--- config.mk ---
export PLATFORM = sky130hd
export DESIGN_NAME = fetch_unit_flat
export DESIGN_NICKNAME = d
export VERILOG_FILES = /design/src/rtl/fetch_if.sv /design/src/rtl/fetch_unit.sv /design/src/flat_wrapper.sv
export SDC_FILE = /design/constraint.sdc
export NUM_CORES = 1
export LEC_CHECK = 0
export ABC_AREA = 1
export CAP_MARGIN = 0
export CORE_MARGIN = 2
export CORE_UTILIZATION = 45
export CTS_CLUSTER_DIAMETER = 200
export DETAILED_ROUTE_END_ITERATION = 10
export PLACE_DENSITY = 0.74
export SYNTH_ARGS = -nofsm -noshare
export SYNTH_HDL_FRONTEND = slang
export SYNTH_SLANG_ARGS = --single-unit
--- constraint.sdc ---
create_clock -name clk -period 2.95 [get_ports clk]
set_clock_uncertainty 0.1 [all_clocks]
set_input_delay 0.7375 -clock clk [delete_from_list [all_inputs] [get_ports clk]]
set_output_delay 0.7375 -clock clk [all_outputs]
set_load 0.005 [all_outputs]
--- src/rtl/fetch_if.sv ---
// fetch_if: control-FSM and instruction-memory signals of the fetch stage.
// The master modport is the fetch unit's side of the bundle.
// The slave modport is the environment's side: control FSM and instruction memory.
// With FETCH_HALT_STOP_EN defined, the bundle also carries the halted flag.
interface fetch_if #(
    parameter int AW = 16,
    parameter int DW = 32
);
    logic          fetch_go;
    logic          br_load;
    logic          br_rel;
    logic [AW-1:0] br_addr;
    logic          im_req;
    logic [AW-1:0] im_addr;
    logic          im_rdy;
    logic [DW-1:0] im_data;
    logic [DW-1:0] ir;
    logic [3:0]    opcode;
    logic [3:0]    mm;
    logic [AW-1:0] pc;
    logic          ir_valid;
    logic          busy;
    logic          fetch_err;
`ifdef FETCH_HALT_STOP_EN
    logic          halted;

    modport master (
        input  fetch_go, br_load, br_rel, br_addr, im_rdy, im_data,
        output im_req, im_addr, ir, opcode, mm, pc, ir_valid, busy, fetch_err, halted
    );
    modport slave (
        output fetch_go, br_load, br_rel, br_addr, im_rdy, im_data,
        input  im_req, im_addr, ir, opcode, mm, pc, ir_valid, busy, fetch_err, halted
    );
`else
    modport master (
        input  fetch_go, br_load, br_rel, br_addr, im_rdy, im_data,
        output im_req, im_addr, ir, opcode, mm, pc, ir_valid, busy, fetch_err
    );
    modport slave (
        output fetch_go, br_load, br_rel, br_addr, im_rdy, im_data,
        input  im_req, im_addr, ir, opcode, mm, pc, ir_valid, busy, fetch_err
    );
`endif
endinterface

--- src/rtl/fetch_unit.sv ---
// fetch_unit: instruction fetch stage feeding the SISC control FSM.
// Owns PC and IR, reads instruction memory over a req/rdy handshake with a
// WAIT timeout, and applies absolute/relative branches. A branch that arrives
// while a fetch is in flight is held and applied in the next IDLE cycle.
// Optional macro FETCH_HALT_STOP_EN: fetching an HLT opcode (4'hF) halts the unit.
module fetch_unit #(
    parameter int            AW       = 16,
    parameter int            DW       = 32,
    parameter logic [AW-1:0] RESET_PC = '0,
    parameter int            TIMEOUT  = 15
) (
    input  logic     clk,
    input  logic     rst_f,
    fetch_if.master  bus
);

    typedef enum logic [1:0] {S_IDLE, S_REQ, S_WAIT, S_LOAD} state_t;

    // Counter value on the last WAIT cycle that may still be waited out.
    localparam logic [7:0] TO_LAST = 8'(TIMEOUT - 1);

    state_t        state_q, state_d;
    logic [AW-1:0] pc_q;
    logic [DW-1:0] ir_q;
    logic          err_q;
    logic [7:0]    cnt_q;
    logic          pend_q;
    logic          pend_rel_q;
    logic [AW-1:0] pend_addr_q;
    logic          halt_now;
    logic [AW-1:0] br_tgt;
    logic [AW-1:0] pend_tgt;

`ifdef FETCH_HALT_STOP_EN
    logic halted_q;
    assign halt_now   = halted_q;
    assign bus.halted = halted_q;
`else
    assign halt_now = 1'b0;
`endif

    // Branch targets: relative offsets wrap modulo 2^AW.
    assign br_tgt   = bus.br_rel ? pc_q + bus.br_addr : bus.br_addr;
    assign pend_tgt = pend_rel_q ? pc_q + pend_addr_q : pend_addr_q;

    // Next-state decode of the fetch handshake.
    always_comb begin
        // NOTE: default assigned first so every path drives state_d and no latch is inferred.
        state_d = state_q;
        case (state_q)
            S_IDLE: if (bus.fetch_go && !halt_now) state_d = S_REQ;
            S_REQ:  state_d = S_WAIT;
            S_WAIT: if (bus.im_rdy || cnt_q == TO_LAST) state_d = S_LOAD;
            S_LOAD: state_d = S_IDLE;
            default: state_d = S_IDLE;
        endcase
    end

    // State register.
    always_ff @(posedge clk) begin
        // NOTE: non-blocking so every register samples pre-edge values, whatever the statement order.
        if (!rst_f) state_q <= S_IDLE;
        else        state_q <= state_d;
    end

    // Datapath: PC, IR, timeout counter, sticky error and pending branch.
    always_ff @(posedge clk) begin
        if (!rst_f) begin
            pc_q        <= RESET_PC;
            ir_q        <= '0;
            err_q       <= 1'b0;
            cnt_q       <= '0;
            pend_q      <= 1'b0;
            pend_rel_q  <= 1'b0;
            pend_addr_q <= '0;
        end else begin
            case (state_q)
                S_IDLE: begin
                    if (!halt_now) begin
                        if (bus.br_load) begin
                            pc_q   <= br_tgt;
                            pend_q <= 1'b0;
                        end else if (pend_q) begin
                            pc_q   <= pend_tgt;
                            pend_q <= 1'b0;
                        end
                    end
                end
                S_REQ: cnt_q <= '0;
                S_WAIT: begin
                    if (bus.im_rdy) begin
                        ir_q <= bus.im_data;
                    end else if (cnt_q == TO_LAST) begin
                        ir_q  <= '0;
                        err_q <= 1'b1;
                    end else begin
                        cnt_q <= cnt_q + 8'd1;
                    end
                end
                S_LOAD: pc_q <= pc_q + AW'(1);
                default: ;
            endcase
            // Branches outside IDLE are held; the latest one wins.
            if (state_q != S_IDLE && bus.br_load) begin
                pend_q      <= 1'b1;
                pend_rel_q  <= bus.br_rel;
                pend_addr_q <= bus.br_addr;
            end
        end
    end

`ifdef FETCH_HALT_STOP_EN
    // Halt latch: set when an HLT word completes LOAD; only reset clears it.
    always_ff @(posedge clk) begin
        if (!rst_f)                                             halted_q <= 1'b0;
        else if (state_q == S_LOAD && ir_q[DW-1 -: 4] == 4'hF) halted_q <= 1'b1;
    end
`endif

    assign bus.im_req    = (state_q == S_REQ) || (state_q == S_WAIT);
    assign bus.busy      = bus.im_req;
    assign bus.im_addr   = bus.im_req ? pc_q : '0;
    assign bus.ir_valid  = (state_q == S_LOAD);
    assign bus.ir        = ir_q;
    assign bus.opcode    = ir_q[DW-1 -: 4];
    assign bus.mm        = ir_q[DW-5 -: 4];
    assign bus.pc        = pc_q;
    assign bus.fetch_err = err_q;

endmodule

--- src/flat_wrapper.sv ---
// flat-port wrapper written by rule: the top's interface ports become plain ports
module fetch_unit_flat 
#(
    parameter int            AW       = 16,
    parameter int            DW       = 32,
    parameter logic [AW-1:0] RESET_PC = '0,
    parameter int            TIMEOUT  = 15
)
  (clk, rst_f, bus_fetch_go, bus_br_load, bus_br_rel, bus_br_addr, bus_im_rdy, bus_im_data, bus_im_req, bus_im_addr, bus_ir, bus_opcode, bus_mm, bus_pc, bus_ir_valid, bus_busy, bus_fetch_err);
  fetch_if #(.AW(AW), .DW(DW)) bus_i ();
  input  logic clk;
  input  logic rst_f;
  input wire logic [$bits(bus_i.fetch_go)-1:0] bus_fetch_go;
  input wire logic [$bits(bus_i.br_load)-1:0] bus_br_load;
  input wire logic [$bits(bus_i.br_rel)-1:0] bus_br_rel;
  input wire logic [$bits(bus_i.br_addr)-1:0] bus_br_addr;
  input wire logic [$bits(bus_i.im_rdy)-1:0] bus_im_rdy;
  input wire logic [$bits(bus_i.im_data)-1:0] bus_im_data;
  output wire logic [$bits(bus_i.im_req)-1:0] bus_im_req;
  output wire logic [$bits(bus_i.im_addr)-1:0] bus_im_addr;
  output wire logic [$bits(bus_i.ir)-1:0] bus_ir;
  output wire logic [$bits(bus_i.opcode)-1:0] bus_opcode;
  output wire logic [$bits(bus_i.mm)-1:0] bus_mm;
  output wire logic [$bits(bus_i.pc)-1:0] bus_pc;
  output wire logic [$bits(bus_i.ir_valid)-1:0] bus_ir_valid;
  output wire logic [$bits(bus_i.busy)-1:0] bus_busy;
  output wire logic [$bits(bus_i.fetch_err)-1:0] bus_fetch_err;
  assign bus_i.fetch_go = bus_fetch_go;
  assign bus_i.br_load = bus_br_load;
  assign bus_i.br_rel = bus_br_rel;
  assign bus_i.br_addr = bus_br_addr;
  assign bus_i.im_rdy = bus_im_rdy;
  assign bus_i.im_data = bus_im_data;
  assign bus_im_req = bus_i.im_req;
  assign bus_im_addr = bus_i.im_addr;
  assign bus_ir = bus_i.ir;
  assign bus_opcode = bus_i.opcode;
  assign bus_mm = bus_i.mm;
  assign bus_pc = bus_i.pc;
  assign bus_ir_valid = bus_i.ir_valid;
  assign bus_busy = bus_i.busy;
  assign bus_fetch_err = bus_i.fetch_err;
  fetch_unit #(.AW(AW), .DW(DW), .RESET_PC(RESET_PC), .TIMEOUT(TIMEOUT)) u_core (.clk(clk), .rst_f(rst_f), .bus(bus_i));
endmodule
==> results.toml, run 1 <==
[run_status]
status = "complete, no violations"

[die]
coreArea_sq_um = 12620
die_h_um = 117.5
num_rows = 41
ios = 130
start_util_pct = 45.97
die_w_um = 117.5
dieArea_sq_um = 13820

[setup_path]
r2r_cells = 13
arrival_ns = 1.99
crit_required_ns = 2.11
endpoint_kind = "primary output"
path_class = "reg -> out"
cp_max_fo = 17
cp-start-kind = "flop"

[cts]
ctsRootBufferMaster = "clkbuf_16"
clock_latency_ns = 0.35
path_clk_slew_ns = 0.06
htreeDepth = 3
clockBufferDepth = 2
cts_tree = "built"
clock_sinks = 77
cts_inserted_buffers = 9

[logic_synthesis]
postSynthAreaPerCell_sq_um = 6.146
synth_top_area_share_pct = 26.57
synthTopCellsByArea = "dfxtp_1, nand2_1, a21oi_1"
synth_flop_cell = "dfxtp_1"
synth_edf_count = 0
ys_seq_area_share_pct = 26.57
yosysUniqueCellTypes = 43
async_flop_share_pct = 0
synthesis.area_sq_um = 5802
yosys.area.top_type = "dfxtp_1"
syn_nets = 1037
synth-seq-cells = 77
synth_warnings = 0
syn_inst = 944

[grt]
grt_overflow = 0
grtUsageTotal_pct = 26.34
grt_pass1_vias = 5866
antenna_found_initial = 0
grt_max_degree = 47
grt_first_pass_wirelength_mm = 29.54

[drt]
wl_per_cell_um = 14.67
vias_per_cell = 5.201
ant_nets = 0
dr_total_vias = 6434
drt_iter0_markers = 602
dr.pass1.iters = 6
route.detailed.drc = 0
wirelength_mm = 18.15

[power_and_ir_drop]
irDropWorstVdd_uv = 382.0
power_density_nw_per_um2 = 803.5
p_leak_nw = 3.419

[sta]
worstMarginPinSlew_ns = 0.7404
slew_violations = 0
fmaxAchievable_mhz = 353.2
finalHoldViolCount = 0
rsz0062_at_grt = "no"
slew_headroom_pct = 50.59
post-route-period-util_pct = 95.98
finalSetupViolCount = 0
finalCriticalPeriod_ns = 2.831
worst_hold_slack_ns = 0.3599

[cells_and_area]
multi_input_area_sq_um = 3537
syn_to_final_growth_pct = 29.78
finish.utilization_pct = 59.67
register_area_sq_um = 1541
fin_nets = 1153
layout_commonest_cell = "nand2_1"
antenna_cells = 0
layout_common_cells = "nand2_1, clkdlybuf4s50_1, a21oi_1"
fillers = 1250
drive_above_1_share_pct = 5.728

[placed_design]
dp_hpwl_mm = 13.48
port_buffers = 129
place.gp.congestion = 0.9611

[min_path]
whs_path_depth = 2
hold_path_class = "reg -> reg"

[job]
maxCapViolations = 0
## per-stage QoR
stage | setup TNS, ns | total power [W] | cells | worst slack (ns) | instance area, sq um
floorplan | 0 | 0.003661 | 944 | 0.6029 | 5802
global placement | -0.01609 | 0.004814 | 1221 | -0.009112 | 7222
detailed placement | -0.06365 | 0.004844 | 1221 | -0.02493 | 7222
CTS | 0 | 0.005988 | 1237 | 0.01373 | 7515
global route | 0 | 0.006543 | 1237 | 0.01350 | 7530
finish | 0 | 0.006050 | 1237 | 0.1185 | 7530
## path summary, 6_finish.rpt
kind | startpoint | endpoint | slack (ns)
max | u_core.state_q[1] | bus_im_addr[4] | 0.12
min | u_core.bus.ir[2] | u_core.bus.ir[2] | 0.36
max reg2reg | u_core.bus.pc[1] | u_core.bus.pc[13] | 0.53
min reg2reg | u_core.bus.ir[2] | u_core.bus.ir[2] | 0.36
## kinds of logic (layout without fill, tap and decap cells)
| kind of cell | Yosys count | count (layout) | share of synthesized area (%) |
|---|---|---|---|
| fa+ha+maj | 39 | 39 | 8.669 |
| compound gates | 193 | 193 | 17.21 |
| buf+inv | 172 | 293 | 12.57 |
| xor+xnor | 17 | 17 | 2.566 |
| flops | 77 | 77 | 26.57 |
| simple gates | 446 | 446 | 32.41 |
## critical path, stage by stage (launching register included)
cell and delay [ns]:
dfxtp_1 0.36, inv_1 0.09, ha_2 0.39, buf_12 0.16, nand2_1 0.06, inv_1 0.06, clkdlybuf4s50_1 0.52
## flip-flops by register name, summed over array words and instances, names as in the netlist
register and flops:
u_core.bus.fetch_err 1, u_core.bus.ir 32, u_core.bus.pc 16, u_core.cnt_q 8, u_core.pend_addr_q 16, u_core.pend_q 1, u_core.pend_rel_q 1, u_core.state_q 2
## Yosys cell counts (2+ instances only)
| library cell | n |
|---|---|
| nand2_1 | 271 |
| a21oi_1 | 117 |
| inv_1 | 113 |
| dfxtp_1 | 77 |
| nand3_1 | 71 |
| nor2_1 | 64 |
| o21ai_0 | 50 |
| ha_1 | 37 |
| clkbuf_1 | 21 |
| inv_2 | 13 |
| o21ai_1 | 13 |
| nor3_1 | 10 |
| buf_4 | 9 |
| xnor2_1 | 9 |
| nand4_1 | 8 |
| xor2_1 | 8 |
| buf_2 | 5 |
| and2_1 | 4 |
| buf_6 | 4 |
| a31oi_1 | 3 |
| and3_1 | 3 |
| clkinv_1 | 3 |
| nand2_2 | 3 |
| o211ai_1 | 3 |
| a21oi_2 | 2 |
| a221oi_1 | 2 |
| buf_1 | 2 |
| fa_1 | 2 |
| nor2_2 | 2 |
| nor2_4 | 2 |
## power by group
| group | leakage, nW | switching [W] | internal [W] |
|---|---|---|---|
| clock | 0.140 | 0.000466 | 0.000659 |
| sequential | 0.629 | 0.000362 | 0.00127 |
| combinational | 2.65 | 0.00189 | 0.00140 |
| total | 3.42 | 0.00272 | 0.00333 |
## layer usage
metal / part of all wire (%) / GRT usage (%)
met3: 7.6 / 6.444
met2: 44 / 40.68
met5: 0 / 0
met4: 2.4 / 9.262
met1: 46 / 35.81
## area by class of cell
cell class                 instances  area share, %
clock buffer                      11          3.091
tap                              172          2.858
clock inverter                     5         0.7976
multi-input combinational        695          46.98
sequential                        77          20.47
inverter                         129          6.431
timing repair buffer             148          19.38
## repair_timing
item | in CTS | in global routing
hold buffers | 0 | 0
resized for setup | 0 | 4
endpoints found under the setup margin | 0 | 16
setup buffers | 0 | 0
Power figures use the tool's default switching activity.
==> run 2, diff against run 1 <==
==> constraint.sdc (replaced) <==
create_clock -name clk -period 3.3 [get_ports clk]
set_clock_uncertainty 0.1 [all_clocks]
set_input_delay 0.825 -clock clk [delete_from_list [all_inputs] [get_ports clk]]
set_output_delay 0.825 -clock clk [all_outputs]
set_load 0.005 [all_outputs]
==> run 2 against run 1 <==
Against the previous run:
- sequential power decreased by 9%
- design area decreased by 1.1%
- critical path depth decreased by 2
- non-clock buffer count decreased by 8
- flip-flop and latch count unchanged
- core utilization decreased by 0.63 points
- sequential share of layout area increased by 0.22 points
- clock power decreased by 9%
- cell count decreased by 0.65%
- combinational power decreased by 14%
- worst hold slack improved by 0.0013 ns
- first-iteration DRC count decreased by 3.3%
==> results.toml, run 2 (same netlist as run 1, synthesis figures left out) <==
[cts]
path_clk_slew_ns = 0.06
cts_tree = "built"
clock_latency_ns = 0.35
post_cts_resized = 0
hold_buffers = 0
postCtsSetupRepairBufs = 0
htreeDepth = 3
clock_sinks = 77
ctsRootBufferMaster = "clkbuf_16"
cts_inserted_buffers = 9
clockBufferDepth = 2

[die]
coreArea_sq_um = 12620
start_util_pct = 45.97
dieArea_sq_um = 13820
die_w_um = 117.5
ios = 130
die_h_um = 117.5
num_rows = 41

[setup_path]
path_class = "reg -> out"
reg2reg_from = "u_core.bus.pc[1]"
endpoint_kind = "primary output"
r2r_end = "u_core.bus.pc[13]"
cpMaxStageDelayCell = "ha_1"
cp-start-kind = "flop"
r2r_cells = 13
cp_max_fo = 18
crit_chain = "inv_1 -> ha_1 -> buf_4 -> clkdlybuf4s50_1"
crit_required_ns = 2.37
cp-startpoint = "u_core.state_q[0]"
ff2ff_setup_slack_ns = 0.79
slowest_delay_ns = 0.70
arrival_ns = 2.22

[power_and_ir_drop]
irDropWorstVdd_uv = 268.4
p_leak_nw = 3.376
power.internal_w = 0.002922
seq_power_share_pct = 27.7
combPwrFrac_pct = 53.1
power_density_nw_per_um2 = 718.2
p_sw_w = 0.002428
pwr-share-clk_pct = 19.2
swShare_pct = 45.39

[drt]
dr_total_vias = 6375
wl_per_cell_um = 14.81
route.detailed.drc = 0
ant_nets = 0
dr.pass1.iters = 5
wirelength_mm = 18.20
vias_per_cell = 5.187
drt_iter0_markers = 582

[cells_and_area]
design_area_sq_um = 7450
layout_common_cells = "nand2_1, clkdlybuf4s50_1, a21oi_1"
largest_register_ffs = 32
antenna_cells = 0
drive_above_1_share_pct = 5.014
fin_nets = 1145
layout_commonest_cell = "nand2_1"
syn_to_final_growth_pct = 28.40

[sta]
post-route-period-util_pct = 95.33
fmaxAchievable_mhz = 317.9
worstMarginPinSlew_ns = 0.8703
finalCriticalPeriod_ns = 3.146
slew_violations = 0
timing.setup.tns_ns = 0
rsz0062_at_grt = "no"
slew_headroom_pct = 41.98
finalSetupViolCount = 0
finalHoldViolCount = 0
worst_hold_slack_ns = 0.3612

[grt]
grt_pass1_vias = 5705
grtUsageTotal_pct = 25.78
grt_max_degree = 47
antenna_found_initial = 0
grt_overflow = 0
grt_first_pass_wirelength_mm = 28.97

[min_path]
whs_endpoint = "u_core.bus.ir[7]"
hold_path_class = "reg -> reg"
worstHoldStart = "u_core.bus.ir[7]"
whs_path_depth = 2

[placed_design]
place_area_sq_um = 7149
port_buffers = 129
dp_hpwl_mm = 13.41
place.gp.congestion = 0.9599

[job]
maxCapViolations = 0

[run_status]
status = "complete, no violations"
[run 2: critical path: cells and delay by family (launching register included)]
kind | cells | cell delay, ns
buffers and inverters | 3 | 0.82
adders and majority gates | 1 | 0.70
DFF | 1 | 0.36
[run 2: metrics by stage]
| stage | worst slack (ns) | utilization [%] | cells | power [W] |
|---|---|---|---|---|
| after floorplan | 0.8654 | - | 944 | 0.003273 |
| after global placement | 0.2016 | 56.65 | 1213 | 0.004277 |
| after detailed placement | 0.1496 | 56.65 | 1213 | 0.004295 |
| after CTS | 0.1192 | 59.03 | 1229 | 0.005333 |
| after global routing | 0.04081 | 59.03 | 1229 | 0.005757 |
| final | 0.1542 | 59.03 | 1229 | 0.005350 |
[run 2: cell type report]
class | instances | area (sq um)
Fill cell | 1295 | 5170
Multi-Input combinational cell | 695 | 3535
Sequential cell | 77 | 1541
Timing Repair Buffer | 140 | 1374
Inverter | 129 | 484.2
Clock buffer | 10 | 229.0
Tap cell | 172 | 215.2
Clock inverter | 6 | 71.32
[run 2: worst max path at each step]
stage          depth (start not counted)          endpoint  slack, ns
5_1_grt                                5    bus_im_addr[5]       0.04
6_report                               4        bus_im_req       0.15
2_1_floorplan                         11  u_core.bus.pc[6]       0.87
3_5_place_dp                          12  u_core.bus.pc[6]       0.15
3_3_place_gp                          12  u_core.bus.pc[6]       0.20
4_1_cts                                5    bus_im_addr[8]       0.12
[run 2: metal layers]
layer	up-vias	global-route usage (%)	part of all wire, %	wire length [um]
met5	-	0	0	0
met4	0	8.057	2.1	385
met3	33	5.329	8.0	1457
met2	246	41.12	45	8107
met1	2845	34.99	45	8247
li1	3251	-	-	-
[run 2: power by group through the flow]
stage	logic (W)	registers (W)	clock network, W
floorplan	0.00192	0.00136	0
global placement	0.00278	0.00150	0
detailed placement	0.00280	0.00150	0
CTS	0.00282	0.00148	0.00104
global route	0.00316	0.00151	0.00108
finish	0.00284	0.00148	0.00103
==> run 3, diff against run 2 <==
--- a/config.mk
+++ b/config.mk
@@ -10,6 +10,7 @@
 export CORE_MARGIN = 2
 export CORE_UTILIZATION = 45
 export CTS_CLUSTER_DIAMETER = 200
+export CTS_CLUSTER_SIZE = 16
 export DETAILED_ROUTE_END_ITERATION = 10
 export PLACE_DENSITY = 0.74
 export SYNTH_ARGS = -nofsm -noshare
==> results of run 3 <==
The final DEF is identical to that of run 2; final timing and power are the same.
